--- src/rtl/sap_control_sequencer_pkg.sv ---
// sap_pkg: shared types and control-word constants for the SAP control sequencer.
// Optional build macro used by the sequencer: SAP_SKIP_NOP_EN (variable machine cycle).
package sap_pkg;

    // Opcodes carried in IR[7:4]; any other value decodes as a NOP.
    typedef enum logic [3:0] {
        OP_LDA = 4'h0,
        OP_ADD = 4'h1,
        OP_SUB = 4'h2,
        OP_OUT = 4'hE,
        OP_HLT = 4'hF
    } opcode_e;

    // One-hot ring states, bit0 = T1.
    typedef enum logic [5:0] {
        T1 = 6'b000001,
        T2 = 6'b000010,
        T3 = 6'b000100,
        T4 = 6'b001000,
        T5 = 6'b010000,
        T6 = 6'b100000
    } tstate_e;

    // Control word, MSB first, in datapath pin order.
    typedef struct packed {
        logic cp;
        logic ep;
        logic lm_n;
        logic ce_n;
        logic li_n;
        logic ei_n;
        logic la_n;
        logic ea;
        logic su;
        logic eu;
        logic lb_n;
        logic lo_n;
    } con_t;

    localparam logic [11:0] CW_IDLE     = 12'h3E3; // every load/enable inactive
    localparam logic [11:0] CW_FETCH_T1 = 12'h5E3; // PC -> MAR
    localparam logic [11:0] CW_FETCH_T2 = 12'hBE3; // PC increment
    localparam logic [11:0] CW_FETCH_T3 = 12'h263; // RAM -> IR
    localparam logic [11:0] CW_ADDR_T4  = 12'h1A3; // IR operand -> MAR
    localparam logic [11:0] CW_LDA_T5   = 12'h2C3; // RAM -> A
    localparam logic [11:0] CW_LDB_T5   = 12'h2E1; // RAM -> B
    localparam logic [11:0] CW_ADD_T6   = 12'h3C7; // A + B -> A
    localparam logic [11:0] CW_SUB_T6   = 12'h3CF; // A - B -> A
    localparam logic [11:0] CW_OUT_T4   = 12'h3F2; // A -> OUT

endpackage

--- src/rtl/sap_control_sequencer_if.sv ---
// Sequencer bus: run/opcode in from the controller side, control word and status out.
interface sap_control_sequencer_if;
    import sap_pkg::*;

    logic        run;
    logic [3:0]  opcode;
    con_t        con;
    logic [5:0]  tstate;
    logic        halted;

    // Drives run/opcode and observes the sequencer.
    modport master (output run, output opcode, input con, input tstate, input halted);
    // The sequencer itself.
    modport slave  (input run, input opcode, output con, output tstate, output halted);
endinterface

--- src/rtl/sap_control_sequencer_ring.sv ---
// sap_ring_counter: one-hot T1..T6 ring with hold, advance and restart-to-T1.
module sap_ring_counter
    import sap_pkg::*;
(
    input  logic       clk,
    input  logic       clr_n,
    input  logic       adv,
    input  logic       restart,
    output logic [5:0] tstate
);

    logic [5:0] tstate_reg;
    logic [5:0] tstate_next;

    // Rotate left by one: each bit takes the value of its predecessor, T6 wraps to T1.
    for (genvar gi = 0; gi < 6; gi++) begin : g_rot
        assign tstate_next[gi] = tstate_reg[(gi + 5) % 6];
    end

    // Ring register: restart wins over a plain advance; otherwise hold.
    always_ff @(posedge clk or negedge clr_n) begin
        if (!clr_n) begin
            tstate_reg <= T1;
        end else if (restart) begin
            tstate_reg <= T1;
        end else if (adv) begin
            tstate_reg <= tstate_next;
        end
    end

    assign tstate = tstate_reg;

endmodule

--- src/rtl/sap_control_sequencer.sv ---
// sap_control_sequencer: T-state ring plus opcode decode producing the 12-bit SAP control word.
// Optional build macro: SAP_SKIP_NOP_EN -- end an instruction right after its last non-idle step.
module sap_control_sequencer
    import sap_pkg::*;
#(
    parameter int OP_W     = 4,
    parameter int T_STATES = 6
) (
    input  logic                   clk,
    input  logic                   clr_n,
    sap_control_sequencer_if.slave bus
);

    if (T_STATES != 6) begin : g_bad_tstates
        $error("sap_control_sequencer: only T_STATES=6 is supported");
    end
    if (OP_W != 4) begin : g_bad_opw
        $error("sap_control_sequencer: only OP_W=4 is supported");
    end

    opcode_e     op;
    logic [5:0]  tstate;
    logic        halted_reg;
    logic        adv;
    logic        restart;
    logic [11:0] con_word;

    assign op  = opcode_e'(bus.opcode);
    assign adv = bus.run & ~halted_reg;

`ifdef SAP_SKIP_NOP_EN
    // Cut the instruction short once nothing but idle words remain.
    always_comb begin
        restart = 1'b0;
        if (adv) begin
            if (tstate == T5 && op == OP_LDA) begin
                restart = 1'b1;
            end else if (tstate == T4 && op != OP_LDA && op != OP_ADD &&
                         op != OP_SUB && op != OP_HLT) begin
                restart = 1'b1;
            end
        end
    end
`else
    assign restart = 1'b0;
`endif

    sap_ring_counter u_ring (
        .clk     (clk),
        .clr_n   (clr_n),
        .adv     (adv),
        .restart (restart),
        .tstate  (tstate)
    );

    // Halt latch: set at the edge that ends HLT's T4, cleared only by reset.
    always_ff @(posedge clk or negedge clr_n) begin
        if (!clr_n) begin
            halted_reg <= 1'b0;
        end else if (adv && tstate == T4 && op == OP_HLT) begin
            halted_reg <= 1'b1;
        end
    end

    // Moore decode of (tstate, opcode, halted, run) into the control word.
    always_comb begin
        con_word = CW_IDLE;
        if (bus.run && !halted_reg) begin
            case (tstate)
                T1: con_word = CW_FETCH_T1;
                T2: con_word = CW_FETCH_T2;
                T3: con_word = CW_FETCH_T3;
                T4: begin
                    case (op)
                        OP_LDA, OP_ADD, OP_SUB: con_word = CW_ADDR_T4;
                        OP_OUT:                 con_word = CW_OUT_T4;
                        default:                con_word = CW_IDLE;
                    endcase
                end
                T5: begin
                    case (op)
                        OP_LDA:         con_word = CW_LDA_T5;
                        OP_ADD, OP_SUB: con_word = CW_LDB_T5;
                        default:        con_word = CW_IDLE;
                    endcase
                end
                T6: begin
                    case (op)
                        OP_ADD:  con_word = CW_ADD_T6;
                        OP_SUB:  con_word = CW_SUB_T6;
                        default: con_word = CW_IDLE;
                    endcase
                end
                default: con_word = CW_IDLE;
            endcase
        end
    end

    assign bus.con    = con_t'(con_word);
    assign bus.tstate = tstate;
    assign bus.halted = halted_reg;

endmodule
--- src/flat_wrapper.sv ---
// flat-port wrapper written by rule: the top's interface ports become plain ports
module sap_control_sequencer_flat import sap_pkg::*;
#(
    parameter int OP_W     = 4,
    parameter int T_STATES = 6
)
  (clk, clr_n, bus_run, bus_opcode, bus_con, bus_tstate, bus_halted);
  sap_control_sequencer_if bus_i ();
  input  logic clk;
  input  logic clr_n;
  input wire logic [$bits(bus_i.run)-1:0] bus_run;
  input wire logic [$bits(bus_i.opcode)-1:0] bus_opcode;
  output wire logic [$bits(bus_i.con)-1:0] bus_con;
  output wire logic [$bits(bus_i.tstate)-1:0] bus_tstate;
  output wire logic [$bits(bus_i.halted)-1:0] bus_halted;
  assign bus_i.run = bus_run;
  assign bus_i.opcode = bus_opcode;
  assign bus_con = bus_i.con;
  assign bus_tstate = bus_i.tstate;
  assign bus_halted = bus_i.halted;
  sap_control_sequencer #(.OP_W(OP_W), .T_STATES(T_STATES)) u_core (.clk(clk), .clr_n(clr_n), .bus(bus_i));
endmodule
--- config.mk ---
export PLATFORM = sky130hd
export DESIGN_NAME = sap_control_sequencer_flat
export DESIGN_NICKNAME = d
export VERILOG_FILES = /design/src/rtl/sap_control_sequencer_pkg.sv /design/src/rtl/sap_control_sequencer_if.sv /design/src/rtl/sap_control_sequencer_ring.sv /design/src/rtl/sap_control_sequencer.sv /design/src/flat_wrapper.sv
export SDC_FILE = /design/constraint.sdc
export NUM_CORES = 1
export LEC_CHECK = 0
export CAP_MARGIN = 20
export CORE_MARGIN = 5
export CORE_UTILIZATION = 25
export CTS_CLUSTER_SIZE = 16
export DETAILED_ROUTE_END_ITERATION = 6
export GPL_TIMING_DRIVEN = 0
export PLACE_DENSITY_LB_ADDON = 0.12
export SLEW_MARGIN = 20
export SYNTH_ARGS = -nofsm -noshare
export SYNTH_HDL_FRONTEND = slang
export SYNTH_SLANG_ARGS = --single-unit
export TNS_END_PERCENT = 50
--- constraint.sdc ---
create_clock -name clk -period 2.2 [get_ports clk]
set_clock_uncertainty 0.15 [all_clocks]
set_input_delay 0.22 -clock clk [delete_from_list [all_inputs] [get_ports clk]]
set_output_delay 0.22 -clock clk [all_outputs]
set_load 0.01 [all_outputs]
==> flow_summary_export.csv <==
group,metric,value,unit
outcome,status,"finished, violations left",
outcome,violations,"setup timing",
die,coreArea,1940,um2
clock_tree,numCtsBuffers,3,
placement,finalWeightedCongestion,0.645,
drt,routed_wl,1.45,mm
die,rows,16,
sta,slew_headroom,0.782,
grt,grt_pass1_vias,537,
drt,route.detailed.drc,0,
clock_tree,clk_path_buf_depth,2,
worst_setup_path,reg2reg_depth,2,
die,start_util,0.258,
clock_tree,hold_buffers,0,
placement,place_area,785,um2
worst_setup_path,crit_family,"simple AND/OR/NAND/NOR gates",
sta,fmax,420,MHz
power_and_ir_drop,switchingPower,60.8,uW
sta,final.setup.worst_slack,-183,ps
worst_setup_path,slowest_stage,"or4b_4",
sta,fin_crit,2380,ps
logic_synthesis,synth_seq_area_share,0.353,
layout,drive_gt1_frac,0.494,
sta,fin_crit_sh,1.08,
power_and_ir_drop,p_total,279,uW
worst_setup_path,crit_buf_inv,1,
layout,area.growth.synth_to_final,80.0,%
power_and_ir_drop,p_leak,0.000425,uW
layout,largest_register_ffs,6,
power_and_ir_drop,power_frac_comb,0.140,
clock_tree,root_buffer,"clkbuf_4",
worst_setup_path,rrSetupSlack,880,ps
worst_setup_path,cp.depth,4,
worst_setup_path,path_max_fanout,6,
clock_tree,cts_num_sinks,7,
die,die_y,54.7,um
die,io_pins,26,
die,dieArea,3000,um2
drt,drtAntennaViolNets,0,
power_and_ir_drop,switching_share,0.218,
sta,tightestPinTransition,325,ps
drt,drt_iter0_markers,11,
grt,grt_max_degree,10,
clock_tree,clk_latency,240,ps
drt,routedWlPerCell,12.9,um
sta,hold_viol,0,
logic_synthesis,synth_cell_types,30,
layout,fin_area,901,um2
power_and_ir_drop,p_seq_frac,0.463,
clock_tree,cts_tree,"done",
placement,port_buffers,25,
worst_setup_path,slowest_delay,560,ps
worst_setup_path,reg2reg_from,"u_core.u_ring.tstate[0]",
grt,track_usage,0.108,
logic_synthesis,synth_edf_count,0,
layout,n_antenna_cell,0,
power_and_ir_drop,p_per_area,310,nW/um2
logic_synthesis,synth_common_cells,"6 x dfrtp_1, 6 x mux2_2, 3 x nor2_1, 3 x nor2b_1, 3 x nor4_1",
placement,hpwl,1.02,mm
logic_synthesis,synth_area_leaders,"dfrtp_1 30%, mux2_2 13%, or4b_4 5.5%",
drt,vias,524,
logic_synthesis,yosys_register_bits,7,
logic_synthesis,yosys.area.top_type_share,0.300,
sta,rsz0062_at_grt,"yes",
logic_synthesis,yosys_warnings,0,
layout,fin_nets,93,
logic_synthesis,synth-main-ff-cell,"dfrtp_1",
logic_synthesis,syn_avg_cell_area,10.4,um2
sta,slew_violations,0,
logic_synthesis,synthesis.nets,55,
logic_synthesis,postSynthCellCount,48,
min_path,hp-class,"in -> async",
run,maxCapViolCount,0,
logic_synthesis,synthesis.area,500,um2
worst_setup_path,cp_common_cell,"or4b_4",
clock_tree,cts_max_level,1,
logic_synthesis,synthArstFlopShare,1.00,
worst_setup_path,worstPathRequired,1830,ps
worst_setup_path,r2r-end,"u_core.bus.halted",
clock_tree,path_clk_slew,50,ps
sta,whs,87.5,ps
logic_synthesis,synth_largest_area_cell,"dfrtp_1",
grt,grt-ovfl-total,0,
power_and_ir_drop,ir_drop,0.330,mV
power_and_ir_drop,intPower,218,uW
grt,antenna_found_initial,0,
sta,finalSetupViolCount,1,
grt,grt_pass1_wl,2.35,mm
worst_setup_path,crit_chain,"or4b_4 > nand2b_4 > or4b_4 > buf_6",
layout,finalCoreUtilization,0.464,
worst_setup_path,criticalPathCategory,"reg -> out",
die,die_x,54.7,um
power_and_ir_drop,clkPwrFrac,0.398,
worst_setup_path,crit_arrival,2010,ps
drt,via_per_inst,4.68,
drt,firstDrtPassIters,2,
worst_setup_path,startpoint_type,"flip-flop",
worst_setup_path,end_kind,"output port",
[cell usage in the layout, fill, tap and decap left out, types with 2 or more instances in the layout]
| master | netlist | layout |
|---|---|---|
| or4b_4 | 2 | 2 |
| dfrtp_2 | 0 | 4 |
| buf_4 | 0 | 9 |
| clkbuf_4 | 0 | 3 |
| dlymetal6s2s_1 | 0 | 3 |
| mux2_2 | 6 | 6 |
| buf_2 | 0 | 3 |
| dlygate4sd2_1 | 0 | 4 |
| nor2b_1 | 3 | 2 |
| nor2_1 | 3 | 3 |
| dfrtp_1 | 6 | 2 |
| clkdlybuf4s50_1 | 0 | 11 |
[cell type report]
class / count / area, um2
clock buffer: 4 / 26.3
multi-input combinational: 39 / 353
timing repair buffer: 34 / 303
sequential: 7 / 181
fill: 216 / 1040
tap: 27 / 33.8
inverter: 1 / 3.75
[how the worst max path moves through the flow]
stage                       to                     from  slack [ps]
floorplan           bus_con[1]  u_core.u_ring.tstate[3]         150
global placement    bus_con[1]                  bus_run        -550
detailed placement  bus_con[1]                  bus_run        -570
CTS                 bus_con[1]  u_core.u_ring.tstate[3]        -210
global route        bus_con[1]  u_core.u_ring.tstate[0]        -250
finish              bus_con[1]  u_core.u_ring.tstate[0]        -180
[per-layer routing]
layer | vias up | GRT usage | wire [um]
met5 | - | 0 | 0
met4 | 0 | 0.0498 | 0
met3 | 0 | 0.0163 | 107
met2 | 14 | 0.195 | 736
met1 | 253 | 0.123 | 602
li1 | 257 | - | -
[cell families (layout without fill, tap and decap cells)]
kind of cell | after synthesis | after routing | share of synthesized area
AND/OR/NAND/NOR | 27 | 27 | 0.413
buffers and inverters | 2 | 39 | 0.0150
multiplexers | 6 | 6 | 0.135
flip-flops | 7 | 7 | 0.353
AO/OA/AOI/OAI | 5 | 5 | 0.0675
XOR/XNOR | 1 | 1 | 0.0175
[power groups by stage]
stage	clock [uW]	combinational [uW]	sequential, uW
finish	111	38.9	129
global route	126	42.7	129
CTS	119	38.2	129
detailed placement	0	35.0	131
global placement	0	34.8	131
floorplan	0	15.1	131
[through the flow]
| stage | setup TNS (ps) | instances | setup slack [ps] |
|---|---|---|---|
| floorplan | 0 | 48 | 150 |
| global placement | -2560 | 100 | -553 |
| detailed placement | -2740 | 100 | -574 |
| CTS | -413 | 111 | -211 |
| global route | -390 | 112 | -249 |
| finish | -183 | 112 | -183 |
[worst reg2reg max path: stages (launching register included)]
cell and delay, ps:
dfstp_2 570, and4b_2 260, a31o_2 240
[timing repair]
item | 4_1_cts | 5_1_grt
cloned | 0 | 0
endpoints found under the setup margin | 12 | 8
pin swaps | 2 | 1
resized for setup | 37 | 7
buffers inserted | 8 | 1
(Power assumes the default switching activity.)
